## src/rtl/axil_master.sv

```systemverilog
// AXI4-Lite initiator: one single-beat command in, one AXI4-Lite
// transaction out, one response back. At most one transaction in flight.
module axil_master #(
    parameter int         DATA_WIDTH = 32,
    parameter int         ADDR_WIDTH = 32,
    parameter int         STRB_WIDTH = DATA_WIDTH / 8,
    parameter logic [2:0] PROT       = 3'b000
) (
    input  logic                  clk,
    input  logic                  rst,
    input  logic                  cmd_valid,
    output logic                  cmd_ready,
    input  logic                  cmd_write,
    input  logic [ADDR_WIDTH-1:0] cmd_addr,
    input  logic [DATA_WIDTH-1:0] cmd_wdata,
    input  logic [STRB_WIDTH-1:0] cmd_wstrb,
    output logic                  rsp_valid,
    input  logic                  rsp_ready,
    output logic                  rsp_write,
    output logic [DATA_WIDTH-1:0] rsp_rdata,
    output logic [1:0]            rsp_resp,
    output logic                  busy,
    output logic [ADDR_WIDTH-1:0] m_axil_awaddr,
    output logic [2:0]            m_axil_awprot,
    output logic                  m_axil_awvalid,
    input  logic                  m_axil_awready,
    output logic [DATA_WIDTH-1:0] m_axil_wdata,
    output logic [STRB_WIDTH-1:0] m_axil_wstrb,
    output logic                  m_axil_wvalid,
    input  logic                  m_axil_wready,
    input  logic [1:0]            m_axil_bresp,
    input  logic                  m_axil_bvalid,
    output logic                  m_axil_bready,
    output logic [ADDR_WIDTH-1:0] m_axil_araddr,
    output logic [2:0]            m_axil_arprot,
    output logic                  m_axil_arvalid,
    input  logic                  m_axil_arready,
    input  logic [DATA_WIDTH-1:0] m_axil_rdata,
    input  logic [1:0]            m_axil_rresp,
    input  logic                  m_axil_rvalid,
    output logic                  m_axil_rready
);

    localparam logic [2:0] S_IDLE    = 3'd0;
    localparam logic [2:0] S_WR_REQ  = 3'd1;
    localparam logic [2:0] S_WR_RESP = 3'd2;
    localparam logic [2:0] S_RD_REQ  = 3'd3;
    localparam logic [2:0] S_RD_DATA = 3'd4;
    localparam logic [2:0] S_RSP     = 3'd5;

    logic [2:0]            state;
    logic [ADDR_WIDTH-1:0] addr_q;
    logic [DATA_WIDTH-1:0] wdata_q;
    logic [STRB_WIDTH-1:0] wstrb_q;
    logic                  aw_done;
    logic                  w_done;
    logic                  aw_hs;
    logic                  w_hs;

    assign aw_hs = m_axil_awvalid & m_axil_awready;
    assign w_hs  = m_axil_wvalid & m_axil_wready;

    // Every output below is a register or a decode of the state register.
    assign cmd_ready     = (state == S_IDLE);
    assign busy          = (state != S_IDLE);
    assign m_axil_awaddr = addr_q;
    assign m_axil_araddr = addr_q;
    assign m_axil_wdata  = wdata_q;
    assign m_axil_wstrb  = wstrb_q;
    assign m_axil_awprot = PROT;
    assign m_axil_arprot = PROT;

    always_ff @(posedge clk) begin
        if (rst) begin
            state          <= S_IDLE;
            addr_q         <= '0;
            wdata_q        <= '0;
            wstrb_q        <= '0;
            aw_done        <= 1'b0;
            w_done         <= 1'b0;
            m_axil_awvalid <= 1'b0;
            m_axil_wvalid  <= 1'b0;
            m_axil_bready  <= 1'b0;
            m_axil_arvalid <= 1'b0;
            m_axil_rready  <= 1'b0;
            rsp_valid      <= 1'b0;
            rsp_write      <= 1'b0;
            rsp_rdata      <= '0;
            rsp_resp       <= 2'b00;
        end else begin
            unique case (state)
                S_IDLE: begin
                    if (cmd_valid) begin
                        addr_q  <= cmd_addr;
                        wdata_q <= cmd_wdata;
                        wstrb_q <= cmd_wstrb;
                        if (cmd_write) begin
                            m_axil_awvalid <= 1'b1;
                            m_axil_wvalid  <= 1'b1;
                            aw_done        <= 1'b0;
                            w_done         <= 1'b0;
                            state          <= S_WR_REQ;
                        end else begin
                            m_axil_arvalid <= 1'b1;
                            state          <= S_RD_REQ;
                        end
                    end
                end
                S_WR_REQ: begin
                    if (aw_hs) begin
                        m_axil_awvalid <= 1'b0;
                        aw_done        <= 1'b1;
                    end
                    if (w_hs) begin
                        m_axil_wvalid <= 1'b0;
                        w_done        <= 1'b1;
                    end
                    // Same-cycle or either-order completion of AW and W.
                    if ((aw_done | aw_hs) & (w_done | w_hs)) begin
                        m_axil_bready <= 1'b1;
                        state         <= S_WR_RESP;
                    end
                end
                S_WR_RESP: begin
                    if (m_axil_bvalid & m_axil_bready) begin
                        m_axil_bready <= 1'b0;
                        rsp_resp      <= m_axil_bresp;
                        rsp_write     <= 1'b1;
                        rsp_rdata     <= '0;
                        rsp_valid     <= 1'b1;
                        state         <= S_RSP;
                    end
                end
                S_RD_REQ: begin
                    if (m_axil_arvalid & m_axil_arready) begin
                        m_axil_arvalid <= 1'b0;
                        m_axil_rready  <= 1'b1;
                        state          <= S_RD_DATA;
                    end
                end
                S_RD_DATA: begin
                    if (m_axil_rvalid & m_axil_rready) begin
                        m_axil_rready <= 1'b0;
                        rsp_rdata     <= m_axil_rdata;
                        rsp_resp      <= m_axil_rresp;
                        rsp_write     <= 1'b0;
                        rsp_valid     <= 1'b1;
                        state         <= S_RSP;
                    end
                end
                S_RSP: begin
                    if (rsp_ready) begin
                        rsp_valid <= 1'b0;
                        state     <= S_IDLE;
                    end
                end
                default: state <= S_IDLE;
            endcase
        end
    end

endmodule

```

## config.mk

```make
export PLATFORM = sky130hd
export DESIGN_NAME = axil_master
export DESIGN_NICKNAME = d
export VERILOG_FILES = /design/src/rtl/axil_master.sv
export SDC_FILE = /design/constraint.sdc
export NUM_CORES = 1
export LEC_CHECK = 0
export CELL_PAD_IN_SITES_DETAIL_PLACEMENT = 1
export CELL_PAD_IN_SITES_GLOBAL_PLACEMENT = 1
export CORE_MARGIN = 2
export CORE_UTILIZATION = 26
export DETAILED_ROUTE_END_ITERATION = 7
export PLACE_DENSITY = 0.83
export SKIP_CTS_REPAIR_TIMING = 1
export SYNTH_ARGS = -nofsm -noshare
export SYNTH_HDL_FRONTEND = slang
export SYNTH_SLANG_ARGS = --single-unit
```

## constraint.sdc

```tcl
create_clock -name clk -period 2 [get_ports clk]
set_clock_uncertainty 0.05 [all_clocks]
set_input_delay 0.4 -clock clk [delete_from_list [all_inputs] [get_ports clk]]
set_output_delay 0.4 -clock clk [all_outputs]
set_load 0.05 [all_outputs]
```

==> results of run 1 <==
## critical path, stage by stage, from the launching register on
cell     delay (ns)
dfxtp_2        0.36
buf_4          0.18
nor3_4         0.23
buf_4          0.17
buf_12         0.13
## worst paths after layout
path / from / endpoint / slack (ns) / depth (start not counted)
setup / recovery: state[1]$_SDFFE_PP0P_ / cmd_ready / 0.07 / 4
hold / removal: rst / m_axil_araddr[29]$_SDFFE_PP0P_ / 0.25 / 2
hold reg to reg: m_axil_wdata[1]$_SDFFE_PP0P_ / m_axil_wdata[1]$_SDFFE_PP0P_ / 0.40 / 2
setup reg to reg: state[2]$_SDFFE_PP0P_ / m_axil_araddr[9]$_SDFFE_PP0P_ / 0.23 / 5
## per-layer routing
layer | global-route usage, % | part of all wire, %
met5 | 0 | 0
met1 | 18.61 | 41
met2 | 27.27 | 48
met4 | 6.481 | 2.2
met3 | 7.047 | 8.4
## cell usage in the layout (no fill, tap or decap), types with 5 or more instances in the layout
master,instances
nand3_1,34
conb_1,6
nand2_1,181
clkdlybuf4s50_1,112
nor2_1,10
a21oi_1,109
dlymetal6s2s_1,117
clkbuf_16,17
clkinv_2,5
buf_4,37
buf_12,7
dfxtp_1,113
## report_power, final
group	total, mW	switching [mW]	internal [mW]
Combinational	3.82	2.50	1.32
Sequential	2.80	0.231	2.57
Clock	3.11	1.06	2.05
## layout make-up
type,instances,area (um^2),share of cell area (%)
clock inverter,10,131.4,1.656
sequential,114,2283,28.79
clock buffer,22,474.2,5.979
multi-input combinational,372,1750,22.07
timing repair buffer,273,3003,37.86
inverter,2,7.507,0.09465
tap,225,281.5,3.549
## flip-flops by register name, summed over array words and instances (netlist names), 2 cells and up
name and flops:
rsp_resp 2, m_axil_wstrb 4, state 3, rsp_rdata 32, m_axil_wdata 32, m_axil_araddr 32
## kinds of logic (layout without fill, tap and decap cells)
| kind of cell | Yosys count | count (layout) | synth area share, % |
|---|---|---|---|
| AND/OR/NAND/NOR | 240 | 240 | 22.54 |
| AO/OA/AOI/OAI | 124 | 124 | 14.82 |
| flip-flops | 114 | 114 | 50.44 |
| buffers and inverters | 83 | 307 | 11.67 |
| multiplexers | 2 | 2 | 0.4425 |
| other | 1 | 6 | 0.08289 |
## metrics by stage
| step | instances | instance area (um^2) | TNS, ns |
|---|---|---|---|
| detailed placement | 984 | 7017 | -2.908 |
| finish | 1018 | 7931 | 0 |
| CTS | 1016 | 7622 | -5.058 |
| global route | 1018 | 7931 | 0 |
| global placement | 984 | 7017 | -0.1211 |
| floorplan | 569 | 4554 | 0 |
## synthesized netlist by cell type, drive strengths merged, types with 2 or more instances
cell type / instances / share of area (%)
a211oi: 2 / 0.33
a21oi: 109 / 12
a311oi: 3 / 0.58
a32oi: 4 / 0.94
buf: 56 / 9.4
clkbuf: 25 / 2.1
dfxtp: 114 / 50
inv: 2 / 0.17
mux2i: 2 / 0.44
nand2: 181 / 15
nand3: 34 / 3.8
nor2: 11 / 0.97
nor2b: 2 / 0.28
nor3: 2 / 0.22
nor3b: 3 / 0.72
o21ai: 2 / 0.22
==> impl_metrics.yaml, run 1 <==
cts:
  cts.reportedPaths.clkPinSlew_ns: 0.05
  cts.path.max_buffers: 2
  clk_latency_ns: 0.41
  clock-root-buffer: "clkbuf_16"
  cts_tree: "done"
  cts_sinks: 114
  cts_max_level: 4
  cts_buffers: 17
yosys:
  ys_ff_latch: 114
  ys.warnings.count: 0
  synth_edf_count: 0
  synthCells: 564
  synth-main-ff-cell: "dfxtp_1"
  yosys.cell_types.count: 34
  yosysSeqAreaShare_pct: 50.44
  ys_async_sr_fraction_pct: 0
  syn_area_mm2: 0.004524
  avgSynthCellArea_um2: 8.022
final_layout:
  drive_gt1_share_pct: 10.34
  fin_util_pct: 46.18
  n_fill_cell: 1979
  syn_to_final_growth_pct: 75.30
  num_antenna_cells: 0
  layout.nets: 894
critical_path:
  startpoint_type: "register"
  critical_path_class: "register to primary output"
  arrival_ns: 1.48
  critPathCaptureType: "primary output"
  required_ns: 1.55
  crit_fanout: 7
floorplanning:
  num_rows: 48
  coreArea_mm2: 0.01718
  initial_core_util_pct: 26.34
  dieArea_mm2: 0.01847
  die_w_um: 135.9
  io_pins: 263
  die_h_um: 135.9
route:
  avgRoutedWirePerCell_um: 15.54
  antenna_left: 0
  wl_um: 15820
  route.detailed.drc: 0
  vias: 4602
  initialDrtViolationCount: 178
  via_per_inst: 4.521
  first_pass_iters: 4
hold_path:
  hold_class: "primary input to register"
sta:
  finalSetupViolations: 0
  fin_crit_sh_pct: 96.39
  finalHoldViolCount: 0
  slew_violations: 0
  postLayoutSetupSlackWorst_ns: 0.07219
  rsz0062_at_grt: "false"
  worstMarginPinSlew_ns: 0.5561
  period_needed_ns: 1.928
  holdWs_ns: 0.2518
  relSlewSlack_pct: 62.86
  max_freq_mhz: 518.7
placement:
  dp_slack_ns: -0.1115
  dp_hpwl_um: 11040
  gp_congestion: 0.7467
  port_buffers: 256
grt:
  grt_max_degree: 53
  track_usage_pct: 16.42
  grt_pass1_wl_um: 23610
  antenna_found_initial: 0
  grt_overflow_total: 0
  grt_pass1_vias: 4520
pwr:
  ir_drop_uv: 642.2
  p_per_area_mw_per_mm2: 1227
  p_leak_nw: 4.794
  power.total_mw: 9.729
run_status:
  outcome: "finished, final reports clean"
flow_run:
  maxCapViolCount: 0
(Power assumes the default switching activity.)
==> run 2, diff against run 1 <==
--- a/config.mk
+++ b/config.mk
@@ -9,6 +9,7 @@
 export CELL_PAD_IN_SITES_GLOBAL_PLACEMENT = 1
 export CORE_MARGIN = 2
 export CORE_UTILIZATION = 26
+export CTS_CLUSTER_DIAMETER = 60
 export DETAILED_ROUTE_END_ITERATION = 7
 export PLACE_DENSITY = 0.83
 export SKIP_CTS_REPAIR_TIMING = 1
==> results of run 2 <==
Same layout as run 1: the final DEF is identical, and so are final timing and power.
==> run 3, diff against run 2 <==
--- a/config.mk
+++ b/config.mk
@@ -5,7 +5,7 @@
 export SDC_FILE = /design/constraint.sdc
 export NUM_CORES = 1
 export LEC_CHECK = 0
-export CELL_PAD_IN_SITES_DETAIL_PLACEMENT = 1
+export CELL_PAD_IN_SITES_DETAIL_PLACEMENT = 0
 export CELL_PAD_IN_SITES_GLOBAL_PLACEMENT = 1
 export CORE_MARGIN = 2
 export CORE_UTILIZATION = 26
@@ -13,6 +13,7 @@
 export DETAILED_ROUTE_END_ITERATION = 7
 export PLACE_DENSITY = 0.83
 export SKIP_CTS_REPAIR_TIMING = 1
+export SLEW_MARGIN = 20
 export SYNTH_ARGS = -nofsm -noshare
 export SYNTH_HDL_FRONTEND = slang
 export SYNTH_SLANG_ARGS = --single-unit
==> impl_metrics.yaml, run 3 (same netlist as run 1, synthesis figures left out) <==
pwr:
  ir_drop_uv: 628.8
  p_per_area_mw_per_mm2: 1222
  power.total_mw: 9.702
  p_leak_nw: 4.784
sta:
  fin_crit_sh_pct: 96.05
  holdWs_ns: 0.2563
  postLayoutSetupSlackWorst_ns: 0.07897
  finalSetupViolations: 0
  finalHoldViolCount: 0
  tns_ns: 0
  max_freq_mhz: 520.6
  period_needed_ns: 1.921
  relSlewSlack_pct: 62.93
  rsz0062_at_grt: "false"
  slew_violations: 0
  worstMarginPinSlew_ns: 0.5552
final_layout:
  fin_util_pct: 46.20
  final_cells: 1017
  drive_gt1_share_pct: 10.35
  syn_to_final_growth_pct: 75.41
  final_cell_mix: "nand2_1, dlymetal6s2s_1, dfxtp_1, clkdlybuf4s50_1, a21oi_1"
  layout.nets: 893
  layout_commonest_cell: "nand2_1"
  num_antenna_cells: 0
  fin_area_mm2: 0.007936
placement:
  dp_slack_ns: -0.07691
  dp_cells: 984
  gp_congestion: 0.7467
  port_buffers: 256
  dp_hpwl_um: 9835
  placed_area_mm2: 0.007017
critical_path:
  crit_path_max_incr_delay_ns: 0.37
  critical_path_class: "register to primary output"
  setup.worst_path.start: "state[1]$_SDFFE_PP0P_"
  crit_chain: "buf_4 -> nor3_4 -> inv_2 -> buf_12"
  critPathSlowestCell: "dfxtp_4"
  r2r-end: "state[0]$_SDFFE_PP0P_"
  r2r_start: "state[0]$_SDFFE_PP0P_"
  ff2ff_setup_slack_ns: 0.27
  crit_fanout: 7
  arrival_ns: 1.47
  rr_worst_depth: 5
  required_ns: 1.55
  startpoint_type: "register"
  critPathCaptureType: "primary output"
grt:
  grtUsageMet2_pct: 23.85
  grt_pass1_wl_um: 21560
  track_usage_pct: 14.84
  grt_overflow_total: 0
  grt_max_degree: 53
  use_met3_pct: 7.196
  top_usage_layer: "met2"
  antenna_found_initial: 0
  grt_use_met1_pct: 17.27
  grt_pass1_vias: 4126
route:
  vias: 4504
  initialDrtViolationCount: 202
  wl_um: 14360
  route.detailed.drc: 0
  antenna_left: 0
  via_per_inst: 4.429
  avgRoutedWirePerCell_um: 14.12
  first_pass_iters: 4
cts:
  cts_tree: "done"
  cts_max_level: 4
  cts.reportedPaths.clkPinSlew_ns: 0.05
  cts.path.max_buffers: 2
  cts_sinks: 114
  clk_latency_ns: 0.40
  clock-root-buffer: "clkbuf_16"
  cts_buffers: 17
hold_path:
  hp-start: "rst"
  worstHoldEndpoint: "m_axil_araddr[29]$_SDFFE_PP0P_"
  hold_depth: 2
  hold_class: "primary input to register"
flow_run:
  maxCapViolCount: 0
floorplanning:
  dieArea_mm2: 0.01847
  die_h_um: 135.9
  num_rows: 48
  io_pins: 263
  die_w_um: 135.9
  coreArea_mm2: 0.01718
  initial_core_util_pct: 26.34
run_status:
  outcome: "finished, final reports clean"
[run 3: critical path: cells and delay by family, from the launching register on]
family,cells,cell delay [ns]
buf+inv,3,0.40
flops,1,0.37
simple gates,1,0.30
[run 3: layer usage]
| metal | routed length (um) | share of wire [%] | vias up |
|---|---|---|---|
| li1 | - | - | 2257 |
| met1 | 5877 | 41 | 2080 |
| met5 | 0 | 0 | - |
| met3 | 1346 | 9.4 | 14 |
| met4 | 232 | 1.6 | 0 |
| met2 | 6901 | 48 | 153 |
[run 3: final cells by class]
type,instances,area (um^2)
Clock buffer,23,488.0
Fill cell,1695,9240
Inverter,2,7.507
Clock inverter,9,127.6
Sequential cell,114,2286
Multi-Input combinational cell,372,1750
Timing Repair Buffer,272,2995
Tap cell,225,281.5
[run 3: power by group]
group / switching, mW / internal, mW / total, mW
combinational: 2.46 / 1.30 / 3.77
sequential: 0.227 / 2.57 / 2.80
clock: 1.05 / 2.08 / 3.14
[run 3: worst max path at each step]
stage	cells past startpoint	end	slack [ns]
4_1_cts	1	m_axil_awaddr[24]	-0.08
2_1_floorplan	3	busy	0.24
6_report	4	busy	0.08
3_3_place_gp	5	m_axil_araddr[29]$_SDFFE_PP0P_	-0.03
3_5_place_dp	5	m_axil_araddr[29]$_SDFFE_PP0P_	-0.08
5_1_grt	4	busy	0.0003
